[config.mk]
export PLATFORM = sky130hd
export DESIGN_NAME = alice_dma_slot_arbiter_flat
export DESIGN_NICKNAME = d
export VERILOG_FILES = /design/src/rtl/alice_dma_slot_arbiter_if.sv /design/src/rtl/alice_dma_slot_arbiter.sv /design/src/flat_wrapper.sv
export SDC_FILE = /design/constraint.sdc
export NUM_CORES = 1
export LEC_CHECK = 0
export ABC_AREA = 1
export CAP_MARGIN = 20
export CORE_UTILIZATION = 30
export DETAILED_ROUTE_END_ITERATION = 12
export HOLD_SLACK_MARGIN = 0.06
export SLEW_MARGIN = 25
export SYNTH_ARGS = -nofsm -noshare
export SYNTH_HDL_FRONTEND = slang
export SYNTH_SLANG_ARGS = --single-unit
[constraint.sdc]
create_clock -name main_clk -period 1.9 [get_ports main_clk]
set_clock_uncertainty 0.05 [all_clocks]
set_input_delay 0.38 -clock main_clk [delete_from_list [all_inputs] [get_ports main_clk]]
set_output_delay 0.38 -clock main_clk [all_outputs]
set_load 0.05 [all_outputs]
[src/rtl/alice_dma_slot_arbiter_if.sv]
// rtl/alice_dma_slot_arbiter_if.sv - DMA request / slot grant bundle for the Alice slot arbiter
interface alice_dma_slot_arbiter_if;
    logic       dsk_req;
    logic [3:0] aud_req;
    logic       cop_req;
    logic       blt_req;
    logic       cpu_req;
    logic [3:0] owner;
    logic [2:0] sub;
    logic       cpu_wait;

    modport master (
        output dsk_req, aud_req, cop_req, blt_req, cpu_req,
        input  owner, sub, cpu_wait
    );

    modport slave (
        input  dsk_req, aud_req, cop_req, blt_req, cpu_req,
        output owner, sub, cpu_wait
    );
endinterface

[src/rtl/alice_dma_slot_arbiter.sv]
// rtl/alice_dma_slot_arbiter.sv - per-CCK chip-bus slot scheduler for the Alice display/DMA core
module alice_dma_slot_arbiter #(
    parameter int            HW        = 8,
    parameter logic [HW-1:0] HMAX      = HW'(8'hE2),
    parameter logic [HW-1:0] SPR_FIRST = HW'(8'h15)
) (
    input  logic          main_clk,
    input  logic          main_rst,
    input  logic          cck_rise,
    input  logic [HW-1:0] hctr,
    input  logic          vblank,
    input  logic [10:0]   dmacon,
    input  logic [HW-1:0] ddfstrt,
    input  logic [HW-1:0] ddfstop,
    input  logic [2:0]    nplanes,
    alice_dma_slot_arbiter_if.slave bus
);

    typedef enum logic [3:0] {
        OWN_IDLE = 4'd0,
        OWN_REF  = 4'd1,
        OWN_DSK  = 4'd2,
        OWN_AUD  = 4'd3,
        OWN_BPL  = 4'd4,
        OWN_SPR  = 4'd5,
        OWN_COP  = 4'd6,
        OWN_BLT  = 4'd7,
        OWN_CPU  = 4'd8
    } owner_e;

    typedef enum logic [1:0] {
        F_IDLE  = 2'd0,
        F_FETCH = 2'd1,
        F_FLUSH = 2'd2
    } fetch_e;

    localparam int BLTPRI = 10;
    localparam int DMAEN  = 9;
    localparam int BPLEN  = 8;
    localparam int COPEN  = 7;
    localparam int BLTEN  = 6;
    localparam int SPREN  = 5;
    localparam int DSKEN  = 4;

    fetch_e        fetch_q, fetch_d;
    logic [2:0]    flush_cnt_q, flush_cnt_d;
    owner_e        owner_q, win;
    logic [2:0]    sub_q, win_sub;
    logic          cpu_wait_q;
    logic [1:0]    blt_run_q, blt_run_d;

    logic [HW-1:0] strt_al, stop_al, spr_off;
    logic          dma_en, free_slot;
    logic          ref_slot, dsk_slot, aud_slot, spr_slot;
    logic [1:0]    aud_ch;
    logic [2:0]    fetch_phase, plane, np_eff;
    logic          bpl_ok, blt_ok, blt_yield;

    assign strt_al = ddfstrt & ~HW'(7);
    assign stop_al = ddfstop & ~HW'(7);
    assign dma_en  = dmacon[DMAEN];

    // Slots past the end of the line carry no fixed or fetch traffic.
    assign free_slot = hctr > HMAX;
    assign ref_slot  = (hctr <= HW'(7)) && hctr[0];
    assign dsk_slot  = (hctr >= HW'(9)) && (hctr <= HW'(13)) && hctr[0];
    assign aud_slot  = (hctr >= HW'(15)) && (hctr <= HW'(21)) && hctr[0];
    assign aud_ch    = hctr[2:1] + 2'd1;
    assign spr_off   = hctr - SPR_FIRST;
    assign spr_slot  = (hctr >= SPR_FIRST) && (spr_off < HW'(32)) && !spr_off[0];

    assign fetch_phase = hctr[2:0] - strt_al[2:0];
    assign np_eff      = (nplanes == 3'd7) ? 3'd6 : nplanes;

    always_comb begin
        plane = 3'd0;
        case (fetch_phase)
            3'd1:    plane = 3'd4;
            3'd2:    plane = 3'd6;
            3'd3:    plane = 3'd2;
            3'd5:    plane = 3'd3;
            3'd6:    plane = 3'd5;
            3'd7:    plane = 3'd1;
            default: plane = 3'd0;
        endcase
    end

    assign bpl_ok = (fetch_q != F_IDLE) && dma_en && dmacon[BPLEN] && !vblank &&
                    (plane != 3'd0) && (plane <= np_eff);

    assign blt_ok    = dma_en && dmacon[BLTEN] && bus.blt_req;
    // After three back-to-back blitter grants against a waiting CPU, the CPU gets one slot.
    assign blt_yield = bus.cpu_req && !dmacon[BLTPRI] && (blt_run_q == 2'd3);

    // Fetch window sequencer
    always_comb begin
        fetch_d     = fetch_q;
        flush_cnt_d = flush_cnt_q;
        if (cck_rise) begin
            case (fetch_q)
                F_IDLE: begin
                    if ((hctr == strt_al) && !vblank && (strt_al < stop_al))
                        fetch_d = F_FETCH;
                end
                F_FETCH: begin
                    if (hctr == stop_al) begin
                        fetch_d     = F_FLUSH;
                        flush_cnt_d = 3'd0;
                    end
                end
                F_FLUSH: begin
                    // Entered on the stop slot; the last flush slot is stop+7.
                    flush_cnt_d = flush_cnt_q + 3'd1;
                    if (flush_cnt_q == 3'd6)
                        fetch_d = F_IDLE;
                end
                default: fetch_d = F_IDLE;
            endcase
            if (hctr == HMAX)
                fetch_d = F_IDLE;
        end
    end

    always_ff @(posedge main_clk or posedge main_rst) begin
        if (main_rst) begin
            fetch_q     <= F_IDLE;
            flush_cnt_q <= 3'd0;
        end else begin
            fetch_q     <= fetch_d;
            flush_cnt_q <= flush_cnt_d;
        end
    end

    // Slot owner selection, highest priority first
    always_comb begin
        win     = OWN_IDLE;
        win_sub = 3'd0;
        if (!free_slot && ref_slot) begin
            win     = OWN_REF;
            win_sub = {1'b0, hctr[2:1]};
        end else if (!free_slot && dsk_slot && dma_en && dmacon[DSKEN] && bus.dsk_req) begin
            win     = OWN_DSK;
        end else if (!free_slot && aud_slot && dma_en && dmacon[aud_ch] && bus.aud_req[aud_ch]) begin
            win     = OWN_AUD;
            win_sub = {1'b0, aud_ch};
        end else if (!free_slot && bpl_ok) begin
            win     = OWN_BPL;
            win_sub = plane - 3'd1;
        end else if (!free_slot && spr_slot && dma_en && dmacon[SPREN]) begin
            win     = OWN_SPR;
            win_sub = spr_off[4:2];
        end else if (!hctr[0] && dma_en && dmacon[COPEN] && bus.cop_req) begin
            win     = OWN_COP;
        end else if (blt_ok && !blt_yield) begin
            win     = OWN_BLT;
        end else if (bus.cpu_req) begin
            win     = OWN_CPU;
        end
    end

    always_comb begin
        blt_run_d = 2'd0;
        if ((win == OWN_BLT) && bus.cpu_req)
            blt_run_d = (blt_run_q == 2'd3) ? 2'd3 : blt_run_q + 2'd1;
    end

    always_ff @(posedge main_clk or posedge main_rst) begin
        if (main_rst) begin
            owner_q    <= OWN_IDLE;
            sub_q      <= 3'd0;
            cpu_wait_q <= 1'b0;
            blt_run_q  <= 2'd0;
        end else if (cck_rise) begin
            owner_q    <= win;
            sub_q      <= win_sub;
            cpu_wait_q <= bus.cpu_req && (win != OWN_CPU);
            blt_run_q  <= blt_run_d;
        end
    end

    assign bus.owner    = owner_q;
    assign bus.sub      = sub_q;
    assign bus.cpu_wait = cpu_wait_q;

endmodule
[src/flat_wrapper.sv]
// flat-port wrapper written by rule: the top's interface ports become plain ports
module alice_dma_slot_arbiter_flat 
#(
    parameter int            HW        = 8,
    parameter logic [HW-1:0] HMAX      = HW'(8'hE2),
    parameter logic [HW-1:0] SPR_FIRST = HW'(8'h15)
)
  (main_clk, main_rst, cck_rise, hctr, vblank, dmacon, ddfstrt, ddfstop, nplanes, bus_dsk_req, bus_aud_req, bus_cop_req, bus_blt_req, bus_cpu_req, bus_owner, bus_sub, bus_cpu_wait);
  alice_dma_slot_arbiter_if bus_i ();
  input  logic main_clk;
  input  logic main_rst;
  input  logic cck_rise;
  input  logic [HW-1:0] hctr;
  input  logic vblank;
  input  logic [10:0] dmacon;
  input  logic [HW-1:0] ddfstrt;
  input  logic [HW-1:0] ddfstop;
  input  logic [2:0] nplanes;
  input wire logic [$bits(bus_i.dsk_req)-1:0] bus_dsk_req;
  input wire logic [$bits(bus_i.aud_req)-1:0] bus_aud_req;
  input wire logic [$bits(bus_i.cop_req)-1:0] bus_cop_req;
  input wire logic [$bits(bus_i.blt_req)-1:0] bus_blt_req;
  input wire logic [$bits(bus_i.cpu_req)-1:0] bus_cpu_req;
  output wire logic [$bits(bus_i.owner)-1:0] bus_owner;
  output wire logic [$bits(bus_i.sub)-1:0] bus_sub;
  output wire logic [$bits(bus_i.cpu_wait)-1:0] bus_cpu_wait;
  assign bus_i.dsk_req = bus_dsk_req;
  assign bus_i.aud_req = bus_aud_req;
  assign bus_i.cop_req = bus_cop_req;
  assign bus_i.blt_req = bus_blt_req;
  assign bus_i.cpu_req = bus_cpu_req;
  assign bus_owner = bus_i.owner;
  assign bus_sub = bus_i.sub;
  assign bus_cpu_wait = bus_i.cpu_wait;
  alice_dma_slot_arbiter #(.HW(HW), .HMAX(HMAX), .SPR_FIRST(SPR_FIRST)) u_core (.main_clk(main_clk), .main_rst(main_rst), .cck_rise(cck_rise), .hctr(hctr), .vblank(vblank), .dmacon(dmacon), .ddfstrt(ddfstrt), .ddfstop(ddfstop), .nplanes(nplanes), .bus(bus_i));
endmodule
==> flow_summary_export.csv, run 1 <==
group,metric,value,unit
run_status,status,"finished clean",
sta,fin_crit,1.88,ns
layout,final_nets,433,
pwr,ir_worst_vdd,0.000303,V
drt,antenna_left,0,
drt,viasPerCell,4.56,
yosys,ys_seq_area_share,22.3,%
setup_path,arrival,2.01,ns
yosys,synth_compound_area_share,12.8,%
clocking,ctsHtreeMaxLevel,1,
drt,vias,2004,
yosys,synth_top_family_by_area,"simple AND/OR/NAND/NOR gates",
placement,placed_cell_area,2660,um^2
floorplan,fp.dieArea,5930,um^2
yosys,ys_types,33,
clocking,cts_tree,"yes",
drt,wl,4850,um
sta,hold_violations,0,
grt,grt_pass1_vias,1922,
clocking,insertion_delay,0.25,ns
setup_path,crit_start,"hctr[5]",
yosys,synth.net_count,324,
layout,multi_input_area,1340,um^2
layout,fillers,515,
placement,gp_congestion,0.825,
sta,max_freq,533,MHz
yosys,synthAdderAreaFrac,9.64,%
yosys,synth-simple-area-share,40.0,%
sta,finalWorstSetupSlack,0.0223,ns
setup_path,crit_required,2.03,ns
drt,drt-pass1-iter-count,4,
placement,dpl.hpwl,3910,um
job,drv_cap,0,
placement,place_ws,-0.709,ns
sta,tightest_slew,0.560,ns
yosys,syn_area_per_cell,6.46,um^2
yosys,synthFlopType,"dfrtp_1",
setup_path,r2r-start,"u_core.fetch_q[1]$_DFFE_PP0P_",
drt,wl_per_cell,11.1,um
yosys,yosysWarningCount,0,
floorplan,dieHeight,77.0,um
clocking,cts_buffers,3,
placement,dpl.cell_count,428,
floorplan,row_count,26,
grt,groute.usage.overall,16.8,%
setup_path,cpMaxStageDelayCell,"clkdlybuf4s50_1",
clocking,clkTransAtPathRegs,0.06,ns
yosys,synth-xor-area-share,4.67,%
setup_path,crit_chain,"clkdlybuf4s50_1 -> buf_4 -> nand2_1 -> a21oi_2 -> nand3_2 -> nand3b_1 -> nand2_1 -> nor2_2 -> nand3_2 -> a21oi_2",
pwr,p_leak,1.49,nW
sta,rsz0062_at_grt,"true",
clocking,cts_sinks,15,
sta,setup_violations,0,
floorplan,num_io_pins,58,
yosys,synth-async-reset-ratio,100,%
floorplan,design.core.area,5270,um^2
clocking,cts_root_buf,"clkbuf_8",
setup_path,crit_path_end_kind,"register",
layout,areaGrowthSynthToFinish,76.1,%
pwr,power.density,504,nW/um^2
pwr,total_power,1.50,mW
setup_path,worst-path-max-fanout,5,
floorplan,dieWidth,77.0,um
sta,slew_headroom,62.6,%
sta,drv_slew,0,
grt,grt_max_degree,16,
yosys,netlist_area,1690,um^2
clocking,clk_path_buf_depth,2,
yosys,synth_edf_count,0,
layout,stdcell_count,439,
placement,portBuffers,51,
grt,grt-ovfl-total,0,
yosys,synthMuxAreaShare,0,%
setup_path,crit_type,"in2reg",
worst_hold_path,hold_path_class,"in2async",
setup_path,start_kind,"input port",
layout,design_area,2970,um^2
drt,drc_errors,0,
layout,drive_above_1_share,36.9,%
grt,grt_pass1_wl,8200,um
floorplan,initial_utilization,32.0,%
setup_path,max_stage_delay,0.49,ns
layout,antenna_cells,0,
sta,fin_tns_setup,0,ns
sta,timing.final.crit_share,98.8,%
layout,seq_area,375,um^2
grt,antenna_found_initial,0,
yosys,ys_ff_latch,15,
drt,drtIter0Drc,56,
yosys,syn-instance-count,261,
cell usage in the layout (no fill, tap or decap), types with 2 or more instances in the layout:
| master | netlist | final |
|---|---|---|
| inv_1 | 34 | 28 |
| a21oi_4 | 1 | 2 |
| clkdlybuf4s50_1 | 0 | 32 |
| xnor2_1 | 2 | 2 |
| dlymetal6s2s_1 | 0 | 5 |
| nand3_2 | 7 | 8 |
| dlygate4sd2_1 | 0 | 2 |
| nor2_4 | 0 | 5 |
| nand2_1 | 63 | 59 |
| a21oi_2 | 3 | 8 |
| nor3_1 | 4 | 3 |
| dfrtp_1 | 15 | 15 |
| nand2_2 | 3 | 7 |
| nor2_2 | 5 | 6 |
| nor3_2 | 1 | 2 |
| inv_2 | 5 | 10 |
| nand3_1 | 22 | 20 |
| o21ai_1 | 2 | 4 |
| o21ai_4 | 0 | 2 |
| xor2_1 | 7 | 7 |
| ha_4 | 0 | 4 |
| a21oi_1 | 14 | 8 |
| buf_4 | 1 | 64 |
| o21ai_0 | 11 | 7 |
| buf_12 | 0 | 2 |
| buf_6 | 1 | 2 |
| ha_1 | 13 | 9 |
| clkbuf_8 | 0 | 3 |
| nor2_1 | 29 | 23 |
| nand4_1 | 5 | 5 |
what timing repair did:
item,4_1_cts,5_1_grt
setup endpoints to repair,15,14
setup buffers,1,7
pin swaps,10,33
resized for setup,30,51
hold buffers,0,0
state kept, by name, summed over array words and instances (netlist names):
| register | flops |
|---|---|
| u_core.bus.owner | 4 |
| u_core.fetch_q | 2 |
| u_core.flush_cnt_q | 3 |
| u_core.bus.cpu_wait | 1 |
| u_core.bus.sub | 3 |
| u_core.blt_run_q | 2 |
final timing paths:
path	to	slack (ns)	depth (start not counted)
max	u_core.blt_run_q[1]$_DFFE_PP0P_	0.02	10
min	u_core.bus.sub[0]$_DFFE_PP0P_	0.43	2
max reg2reg	u_core.blt_run_q[1]$_DFFE_PP0P_	0.25	10
min reg2reg	u_core.bus.cpu_wait$_DFFE_PP0P_	0.44	2
max in group asynchronous	u_core.bus.owner[0]$_DFFE_PP0P_	1.00	2
min in group main_clk	u_core.bus.cpu_wait$_DFFE_PP0P_	0.44	2
kinds of logic after synthesis:
kind of cell	count (synthesis)
adders and majority gates	13
xor gates and xnor gates	9
AOI/OAI and AO/OA	36
buffers and inverters	44
and+or+nand+nor	144
DFF	15
cell type report:
| cell class | instances | share of cell area, % |
|---|---|---|
| repair buffers | 108 | 31.9 |
| well taps | 70 | 2.95 |
| clock buffers | 3 | 1.39 |
| inverters | 40 | 5.73 |
| multi-input cells | 202 | 45.2 |
| flip-flops and latches | 15 | 12.6 |
| clock inverters | 1 | 0.168 |
power by group:
group          switching, mW  internal, mW  leakage [nW]
Combinational          0.423         0.378          1.27
Clock                  0.113         0.145        0.0255
Sequential            0.0476         0.389         0.194
Total                  0.584         0.912          1.49
through the flow:
stage,util (%),hold WS (ns)
after floorplan,-,0.231
after global placement,50.4,0.422
after detailed placement,50.4,0.428
after CTS,52.4,0.445
after global routing,56.4,0.460
final,56.4,0.431
worst max-delay path, delay by kind of cell:
family / cells / cell delay (ns)
buffers and inverters: 2 / 0.62
AOI/OAI and AO/OA: 2 / 0.30
and+or+nand+nor: 6 / 0.70
cells in the mapped netlist, types with 2 or more instances:
library cell,count,area (um^2)
a21oi_1,14,70.1
a21oi_2,3,26.3
clkbuf_1,2,7.51
dfrtp_1,15,375
ha_1,13,163
inv_1,34,128
inv_2,5,18.8
nand2_1,63,236
nand2_2,3,18.8
nand3_1,22,110
nand3_2,7,70.1
nand4_1,5,31.3
nor2_1,29,109
nor2_2,5,31.3
nor3_1,4,20.0
nor4_1,2,12.5
o21ai_0,11,55.1
o21ai_1,2,10.0
xnor2_1,2,17.5
xor2_1,7,61.3
layer usage:
| layer | track usage [%] | vias up | share of wire, % |
|---|---|---|---|
| li1 | - | 1063 | - |
| met1 | 22.6 | 897 | 47 |
| met2 | 28.7 | 42 | 49 |
| met3 | 3.33 | 2 | 3.7 |
| met4 | 1.32 | 0 | 0.12 |
| met5 | 0 | - | 0 |
Power figures use the tool's default switching activity.
==> run 2, diff against run 1 <==
--- a/config.mk
+++ b/config.mk
@@ -7,7 +7,9 @@
 export LEC_CHECK = 0
 export ABC_AREA = 1
 export CAP_MARGIN = 20
+export CORE_ASPECT_RATIO = 2
 export CORE_UTILIZATION = 30
+export CTS_CLUSTER_SIZE = 28
 export DETAILED_ROUTE_END_ITERATION = 12
 export HOLD_SLACK_MARGIN = 0.06
 export SLEW_MARGIN = 25
==> run 2 against run 1 <==
The run now ends with negative setup slack left; cell count fell by 2.3%; sequential cell count did not move; cell area fell by 0.72%; core utilization fell by 2.0 points; highest routed layer unchanged; die area rose by 0.31%; critical endpoint is now u_core.bus.cpu_wait$_DFFE_PP0P_; routed wire length rose by 4.5%.
==> flow_summary_export.csv, run 2 (synthesized netlist as in run 1, its figures left out) <==
group,metric,value,unit
sta,fin_crit,1.91,ns
setup_path,crit_required,1.98,ns
placement,placed_cell_area,2620,um^2
pwr,power.density,499,nW/um^2
run_status,violations,"negative setup slack",
pwr,p_leak,1.49,nW
drt,wl_per_cell,11.8,um
drt,antenna_left,0,
placement,gp_congestion,0.883,
setup_path,crit_type,"in2reg",
layout,largest_reg_flops,4,
pwr,ir_worst_vdd,0.000483,V
clocking,cts_sinks,15,
sta,tightest_slew,0.554,ns
drt,viasPerCell,4.70,
setup_path,r2r-end,"u_core.blt_run_q[0]$_DFFE_PP0P_",
grt,antenna_found_initial,0,
sta,max_freq,525,MHz
grt,groute.usage.overall,17.8,%
sta,setup_violations,1,
clocking,hold_buffers,0,
clocking,clk_path_buf_depth,2,
job,drv_cap,0,
layout,layout_common_cells,"64 x buf_4, 56 x nand2_1, 31 x inv_1, 31 x clkdlybuf4s50_1, 25 x nor2_1",
grt,grt_pass1_wl,7820,um
sta,drv_slew,0,
sta,fin_tns_setup,-0.00570,ns
setup_path,r2r_setup_slack,0.24,ns
sta,slew_headroom,63.0,%
layout,fillers,545,
placement,portBuffers,51,
layout,final_common_cell,"buf_4",
drt,drt-pass1-iter-count,4,
drt,drc_errors,0,
setup_path,start_kind,"input port",
run_status,status,"finished with violations",
floorplan,row_count,38,
drt,vias,2015,
worst_hold_path,hold_path_class,"in2async",
layout,final_nets,433,
placement,place_ws,-0.777,ns
floorplan,dieHeight,108,um
layout,drive_above_1_share,36.0,%
floorplan,dieWidth,55.0,um
layout,areaGrowthSynthToFinish,74.9,%
drt,drtIter0Drc,21,
layout,fin_util,54.4,%
setup_path,arrival,1.99,ns
clocking,cts_tree,"yes",
layout,antenna_cells,0,
sta,timing.final.crit_share,100,%
drt,wl,5070,um
floorplan,initial_utilization,31.1,%
sta,hold_violations,0,
sta,rsz0062_at_grt,"true",
clocking,clkTransAtPathRegs,0.06,ns
floorplan,num_io_pins,58,
grt,grt_max_degree,16,
floorplan,design.core.area,5420,um^2
layout,design_area,2950,um^2
clocking,ctsHtreeMaxLevel,1,
placement,dpl.hpwl,4190,um
grt,grt_pass1_vias,1915,
setup_path,reg2reg_depth,10,
clocking,cts_root_buf,"clkbuf_8",
setup_path,worst-path-max-fanout,5,
clocking,insertion_delay,0.25,ns
setup_path,crit_path_end_kind,"register",
setup_path,r2r-start,"u_core.fetch_q[0]$_DFFE_PP0P_",
floorplan,fp.dieArea,5940,um^2
clocking,cts_buffers,3,
sta,finalWorstSetupSlack,-0.00570,ns
grt,grt-ovfl-total,0,
[run 2: cell count changes in the layout (fill, tap and decap cells not counted), moves of 2 or more]
cell / change
nor2_2: -2
dlygate4sd2_1: +2
a21oi_2: -2
inv_2: -3
nand2_2: +2
ha_1: +2
o21ai_2: +2
nand3_4: +2
ha_4: -2
nor2_1: +2
inv_1: +3
nand2_1: -3
[run 2: worst max-delay path, cell delays in order]
cell and delay [ns]:
buf_12 0.11, inv_8 0.06, nand2_8 0.06, o21ai_2 0.07
nor2_4 0.06, ha_4 0.27, nand2_1 0.06, o21ai_2 0.12
nand2_2 0.09, nand3_4 0.09, nand3b_1 0.13, buf_4 0.16
buf_4 0.13, o21ai_2 0.12, o21ai_1 0.06
[run 2: worst max-delay path by stage]
stage | start | slack (ns) | cells after the start | end
2_1_floorplan | hctr[1] | -0.07 | 15 | u_core.blt_run_q[0]$_DFFE_PP0P_
3_3_place_gp | hctr[1] | -0.68 | 16 | u_core.blt_run_q[1]$_DFFE_PP0P_
3_5_place_dp | hctr[1] | -0.78 | 16 | u_core.blt_run_q[1]$_DFFE_PP0P_
4_1_cts | nplanes[0] | 0.005 | 11 | u_core.blt_run_q[0]$_DFFE_PP0P_
5_1_grt | hctr[1] | -0.12 | 14 | u_core.blt_run_q[0]$_DFFE_PP0P_
6_report | hctr[1] | -0.006 | 15 | u_core.bus.cpu_wait$_DFFE_PP0P_
[run 2: what timing repair did]
item,CTS,global route
gates resized for setup,34,45
pin swaps,15,24
buffers inserted,3,8
endpoints found under the setup margin,15,14
gates cloned,0,0
[run 2: per-stage QoR]
step | instances | hold slack (ns) | power [mW]
global route | 429 | 0.465 | 1.58
floorplan | 261 | 0.231 | 0.848
finish | 429 | 0.435 | 1.47
global placement | 415 | 0.420 | 1.14
detailed placement | 415 | 0.424 | 1.15
CTS | 422 | 0.439 | 1.43
[run 2: power by group]
| group | switching, mW | internal [mW] | total, mW |
|---|---|---|---|
| Combinational | 0.415 | 0.365 | 0.780 |
| Sequential | 0.0487 | 0.389 | 0.438 |
| Clock | 0.106 | 0.148 | 0.254 |
| Total | 0.570 | 0.903 | 1.47 |
[run 2: layout make-up]
cell class | count | area (um^2) | area share [%]
clock buffer | 4 | 45.0 | 1.53
inverter | 40 | 165 | 5.60
multi-input combinational | 202 | 1350 | 45.7
sequential | 15 | 375 | 12.7
tap | 60 | 75.1 | 2.55
timing repair buffer | 108 | 942 | 31.9
[run 2: layer usage]
layer / routed length, um / track usage (%)
met4: 197 / 7.32
met2: 2950 / 35.2
met5: 0 / 0
met3: 151 / 0.844
met1: 1770 / 17.3
